$ cat config.mk
export PLATFORM = sky130hd
export DESIGN_NAME = serial_subtractor
export DESIGN_NICKNAME = d
export VERILOG_FILES = /design/src/rtl/serial_subtractor.sv
export SDC_FILE = /design/constraint.sdc
export NUM_CORES = 1
export LEC_CHECK = 0
export BUFFER_PORTS_ARGS = -buffer_cell sky130_fd_sc_hd__buf_2
export CAP_MARGIN = 20
export CORE_MARGIN = 5
export CORE_UTILIZATION = 40
export DETAILED_ROUTE_END_ITERATION = 12
export GPL_ROUTABILITY_DRIVEN = 0
export HOLD_SLACK_MARGIN = 0.1
export RECOVER_POWER = 50
export SETUP_SLACK_MARGIN = 0.1
export SYNTH_ARGS = -nofsm -noshare
export SYNTH_HDL_FRONTEND = slang
export SYNTH_SLANG_ARGS = --single-unit
$ cat constraint.sdc
create_clock -name clk -period 3.4 [get_ports clk]
set_input_delay 0.51 -clock clk [delete_from_list [all_inputs] [get_ports clk]]
set_output_delay 0.51 -clock clk [all_outputs]
set_load 0.02 [all_outputs]
$ cat src/rtl/serial_subtractor.sv
// Bit-serial two's-complement subtractor.
// Computes diff = a - b one bit per clock, LSB first, using a single
// full-subtractor cell and a borrow flip-flop. A start/busy/done handshake
// drives it. A result takes WIDTH shift edges and is presented with a
// one-cycle done pulse. diff/borrow/overflow hold until the next result.
module serial_subtractor #(
  parameter int WIDTH = 16
) (
  input  logic             clk,
  input  logic             rst,
  input  logic             start,
  input  logic [WIDTH-1:0] a,
  input  logic [WIDTH-1:0] b,
  output logic             busy,
  output logic             done,
  output logic [WIDTH-1:0] diff,
  output logic             borrow,
  output logic             overflow
);

  localparam int CW = (WIDTH > 1) ? $clog2(WIDTH) : 1;
  localparam logic [CW-1:0] LAST_BIT = CW'(WIDTH - 1);

  typedef enum logic [1:0] {
    S_IDLE  = 2'd0,
    S_SHIFT = 2'd1,
    S_DONE  = 2'd2
  } state_t;

  state_t           r_state;
  logic [WIDTH-1:0] r_a_sr;
  logic [WIDTH-1:0] r_b_sr;
  logic [WIDTH-1:0] r_d_sr;
  logic             r_br;
  logic [CW-1:0]    r_cnt;
  logic             r_a_msb;
  logic             r_b_msb;
  logic [WIDTH-1:0] r_diff;
  logic             r_borrow;
  logic             r_overflow;

  logic             w_d;
  logic             w_br_next;
  logic [WIDTH-1:0] w_d_sr_next;
  logic             w_ovf;

  // Full-subtractor cell on the current LSBs plus the stored borrow.
  assign w_d       = r_a_sr[0] ^ r_b_sr[0] ^ r_br;
  assign w_br_next = (~r_a_sr[0] & r_b_sr[0]) | (~(r_a_sr[0] ^ r_b_sr[0]) & r_br);

  // The new difference bit enters at the MSB so the result ends up aligned
  // after WIDTH shifts. A one-bit datapath has nothing to shift in from above.
  generate
    if (WIDTH == 1) begin : g_narrow
      assign w_d_sr_next = w_d;
    end else begin : g_wide
      assign w_d_sr_next = {w_d, r_d_sr[WIDTH-1:1]};
    end
  endgenerate

  // Signed overflow: operands of differing sign whose result sign differs from the minuend.
  assign w_ovf = (r_a_msb != r_b_msb) && (w_d_sr_next[WIDTH-1] != r_a_msb);

  // Control FSM, shift datapath and the result registers, all in one clocked process.
  // NOTE: every register here uses <= so that all of them sample the pre-edge values.
  always_ff @(posedge clk) begin
    if (rst) begin
      // NOTE: the shift registers are cleared too, even though the datapath reloads them on start. Their reset values are therefore deterministic.
      r_state    <= S_IDLE;
      r_a_sr     <= '0;
      r_b_sr     <= '0;
      r_d_sr     <= '0;
      r_br       <= 1'b0;
      r_cnt      <= '0;
      r_a_msb    <= 1'b0;
      r_b_msb    <= 1'b0;
      r_diff     <= '0;
      r_borrow   <= 1'b0;
      r_overflow <= 1'b0;
    end else begin
      unique case (r_state)
        S_IDLE: begin
          if (start) begin
            r_a_sr  <= a;
            r_b_sr  <= b;
            r_br    <= 1'b0;
            r_cnt   <= '0;
            r_a_msb <= a[WIDTH-1];
            r_b_msb <= b[WIDTH-1];
            r_state <= S_SHIFT;
          end
        end
        S_SHIFT: begin
          r_a_sr <= r_a_sr >> 1;
          r_b_sr <= r_b_sr >> 1;
          r_d_sr <= w_d_sr_next;
          r_br   <= w_br_next;
          r_cnt  <= r_cnt + CW'(1);
          if (r_cnt == LAST_BIT) begin
            r_diff     <= w_d_sr_next;
            r_borrow   <= w_br_next;
            r_overflow <= w_ovf;
            r_state    <= S_DONE;
          end
        end
        S_DONE: begin
          r_state <= S_IDLE;
        end
        default: begin
          r_state <= S_IDLE;
        end
      endcase
    end
  end

  assign busy     = (r_state != S_IDLE);
  assign done     = (r_state == S_DONE);
  assign diff     = r_diff;
  assign borrow   = r_borrow;
  assign overflow = r_overflow;

endmodule

* Word level (Yosys, flattened, before mapping) *
Index checks and enable logic that the tools add are counted.

word-level totals
  input port bits = 35
  output and inout port bits = 20
  logic and storage cells = 45
  register bits = 75

operators by class
  bitwise logic cells = 7
  equality and inequality tests = 7
  muxes and demuxes = 11
  reduce and logical (&&, ||, !) cells = 8
  add/sub/neg operators = 1

operators by type and width
  kind                   count
  $pmux W16 S2           2
  $mux W16               2
  $pmux W4 S2            1
  $reduce_and A2 Y1      4
  $add A4 B1 Y4 const B  1
  $eq A4 B4 Y1 const B   1
  $mux W2                2
  $mux W4                1
  $ne A2 B2 Y1 const B   2
  $pmux W2 S2            1
  $reduce_bool A2 Y1     2
  $and A1 B1 Y1          2
  $eq A2 B1 Y1 const B   1
  $eq A2 B2 Y1 const B   1
  $logic_not A2 Y1       1
  $ne A1 B1 Y1           2
  $not A1 Y1             2
  $pmux W1 S2            1
  $xor A1 B1 Y1          2
  $logic_and A1 B1 Y1    1
  $mux W1                1
  $or A1 B1 Y1           1

* Longest topological paths before layout *
  depth in word-level cells = 5
  gate-level depth with buffers = 5
  gate-level depth less buffers = 5

* Worst setup path before layout *
OpenSTA, ideal clock, no wires.

  path kind = reg-to-reg
  from = reg r_cnt[0]
  to = reg r_diff[10] (netlist: diff[10])
  cell stages (with the launch flop) = 6
  slack = 2.013 ns
  setup time = 0.072 ns
  buffers on the path = 1
  arrival = 1.315 ns
  required time = 3.328 ns
  clock period less this slack = 1.387 ns
  path through = dfxtp_1 -> ha_1 -> nand4_4 -> nor2_4 -> buf_6 -> mux2i_1

between the ends
  longest elaborated chain between the ends = 2

RTL lines
  element                      RTL line  source
  start, declared              35        logic [CW-1:0] r_cnt;
  start signal, assigned       98        r_cnt <= r_cnt + CW'(1);
  $eq A4 B4 Y1                 99        if (r_cnt == LAST_BIT) begin
  $reduce_and A2 Y1 (no line)  -
  end signal, assigned         100       r_diff <= w_d_sr_next;
  end, declared                38        logic [WIDTH-1:0] r_diff;

No other way between the ends.
A chain may end at the register's enable or synchronous reset.

* Final worst setup path *
  from = reg r_state[0]
  to = reg r_b_sr[13]

between the ends
  longest elaborated chain between the ends = 3
  elaborated cells between the ends (all ways) = 6
  classes of those cells = 2 x eq/ne; 1 x mux; 3 x reduce/logical

RTL lines
  element                                                              RTL line  source
  start, declared                                                      30        state_t r_state;
  start signal, assigned                                               69        r_state <= S_IDLE;
  start signal, assigned                                               90        r_state <= S_SHIFT;
  start signal, assigned                                               103       r_state <= S_DONE;
  $eq A2 B1 Y1 / $logic_not A2 Y1 (equally long branches)              81        unique case (r_state)
  $reduce_bool A2 Y1 (no line) / $ne A2 B2 Y1 (equally long branches)  -
  $reduce_and A2 Y1 (no line)                                          -
  end signal, assigned                                                 95        r_b_sr <= r_b_sr >> 1;
  end, declared                                                        32        logic [WIDTH-1:0] r_b_sr;

Several ways; a longest one is shown, not always the timed one.

==> flow_metrics.py <==
metrics = {
    "worst_setup_path": {
        "crit_path_start_kind": "flop",
        "critPathArrivalTime_ns": 2.36,
        "crit_fanout": 20,
        "cp_data_required_time_ns": 3.65,
        "r2r_end": "r_b_sr[13]",
        "r2r-start": "r_state[0]",
        "crit_path_end": "r_b_sr[13]",
        "reg2reg_setup_slack_ns": 1.30,
        "critical_path_class": "reg -> reg",
        "crit_path_end_kind": "flop",
        "worstRegToRegCells": 4,
        "startpoint": "r_state[0]",
    },
    "die": {
        "core-area_um2": 7250,
        "chipHeight_um": 96.4,
        "io_pins": 55,
        "start_util": 0.411,
        "dieWidth_um": 96.4,
        "num_rows": 31,
        "die_area_um2": 9280,
    },
    "clock_tree": {
        "cts_tree": "built",
        "cts-resized-gates": 0,
        "clock_path_buffers": 2,
        "worst_skew_pair.late_latency_ns": 0.34,
        "clk_pin_slew_ns": 0.08,
        "cts_hold_repair.buffers": 0,
        "cts_max_level": 3,
        "root_buffer": "clkbuf_8",
        "numCtsBuffers": 9,
        "cts.sinks": 74,
        "cts_setup_buffers": 0,
    },
    "sta": {
        "setup_viol": 0,
        "fin_crit_sh": 0.619,
        "worst_slew_pin_slew_ns": 1.15,
        "fin_worst_skew_ns": 0.00859,
        "rsz0062_at_grt": "false",
        "slew_viol_final": 0,
        "tns_ns": 0,
        "slew-limit-headroom": 0.229,
        "layout_setup_ws_ns": 1.30,
        "hold_viol_final": 0,
        "fin_crit_ns": 2.10,
        "max_freq_ghz": 0.475,
    },
    "synth": {
        "async_flop_share": 0,
        "yosysSeqAreaShare": 0.497,
        "yosys-top-cells-count": "nand2_1 (93), dfxtp_1 (74), a21oi_1 (63)",
        "synth_seq_cells": 74,
        "ys_top_cells_by_area": "dfxtp_1 (50%), nand2_1 (12%), a21oi_1 (11%), mux2i_1 (6.0%), a211oi_1 (3.5%)",
        "syn_inst": 359,
        "syn-cell-area_um2": 2980,
        "ys_types": 36,
        "synth_top_flop_cell": "dfxtp_1",
        "synth_edf_count": 0,
        "post-synth-top-area-fraction": 0.497,
        "yosysWarnings": 0,
        "synth.most_common_cell": "nand2_1",
        "syn_area_per_cell_um2": 8.31,
        "synth_top_cell_by_area": "dfxtp_1",
        "syn_nets": 396,
    },
    "global_routing": {
        "overflow": 0,
        "antenna_found_initial": 0,
        "grt_pass1_wl_um": 10900,
        "grt_use_met2": 0.233,
        "use_met1": 0.196,
        "use_met3": 0.0360,
        "grt_max_degree": 49,
        "grt_pass1_vias": 2390,
        "track_usage": 0.149,
        "busiest_layer": "met2",
    },
    "power": {
        "total_power_mw": 1.83,
        "p_per_area_nw_per_um2": 528,
        "vdd.ir_drop.worst_uv": 204,
        "leakage_nw": 1.30,
    },
    "routing": {
        "ant_nets": 0,
        "viasPerCell": 4.95,
        "wirelength_um": 6470,
        "drc": 0,
        "wire_per_inst_um": 12.8,
        "via_count": 2495,
        "dr.pass1.iters": 4,
        "dr.first_iter.drc_count": 112,
    },
    "outcome": {
        "status": "complete, no violations",
    },
    "flow_run": {
        "maxCapViolations": 0,
    },
    "worst_hold_path": {
        "min_path_type": "in -> reg",
        "holdPathStages": 3,
    },
    "finish": {
        "drive_gt1_frac": 0.141,
        "antenna_cells": 0,
        "syn2layout_area_growth_pct": 15.9,
        "instances_no_fill": 504,
        "nNetsFinal": 437,
        "design_area_um2": 3460,
    },
    "place": {
        "io_buffers": 54,
        "placed_cell_area_um2": 3280,
        "hpwl_um": 4070,
        "post-place-cells": 488,
        "place_ws_ns": 1.46,
    },
}
## kinds of logic after synthesis
kind of cell	count (synthesis)	share of synthesized area
simple gates	128	0.180
compound gates	106	0.205
flops	74	0.497
buf+inv	31	0.0478
mux	18	0.0604
fa+ha+maj	2	0.0109
## worst min path at each step
| stage | endpoint | slack, ns | from |
|---|---|---|---|
| floorplan | r_d_sr[1] | 0.44 | r_d_sr[1] |
| detailed placement | diff[12] | 0.45 | diff[12] |
| finish | r_a_sr[5] | 0.40 | a[5] |
| global route | r_a_sr[8] | 0.39 | a[8] |
| CTS | r_a_sr[8] | 0.39 | a[8] |
| global placement | diff[12] | 0.44 | diff[12] |
## critical path: stages, from the launching register on
cell and delay [ns]:
dfxtp_1 0.38, o21bai_1 0.93, buf_4 0.39, a21oi_1 0.06, a211oi_1 0.25
## routing by layer
metal / vias to the layer above / share of wire
met1: 1135 / 0.49
met3: 11 / 0.046
li1: 1301 / -
met2: 48 / 0.45
met4: 0 / 0.014
met5: - / 0
## power by group
part / switching (mW) / internal, mW / total, mW / leakage (nW)
Sequential: 0.0207 / 0.904 / 0.925 / 0.605
Clock: 0.320 / 0.419 / 0.739 / 0.108
Combinational: 0.102 / 0.0613 / 0.163 / 0.591
## cells in the final DEF (no fill, tap or decap), types with 13 or more instances in the layout
cell,n
clkbuf_1,20
buf_2,34
dfxtp_1,74
clkbuf_8,13
nor2_1,21
o21ai_0,16
mux2i_1,18
a21oi_1,63
nand2_1,93
a211oi_1,14
## flip-flops by register name, summed over array words and instances (netlist names), 2 cells and up
name     flops
r_b_sr      16
r_d_sr      15
r_a_sr      16
r_state      2
diff        16
r_cnt        4
## layout make-up
cell class | instances | area (µm²)
Clock buffer | 13 | 179
Clock inverter | 3 | 45.0
Fill cell | 736 | 3790
Inverter | 3 | 11.3
Multi-Input combinational cell | 254 | 1340
Sequential cell | 74 | 1480
Tap cell | 99 | 124
Timing Repair Buffer | 58 | 275
## metrics by stage
| stage | util | hold slack (ns) |
|---|---|---|
| 6_report | 0.477 | 0.400 |
| 2_1_floorplan | - | 0.437 |
| 4_1_cts | 0.483 | 0.388 |
| 5_1_grt | 0.477 | 0.395 |
| 3_3_place_gp | 0.452 | 0.440 |
| 3_5_place_dp | 0.452 | 0.447 |
Note: power is estimated with default switching activity, not from simulation.
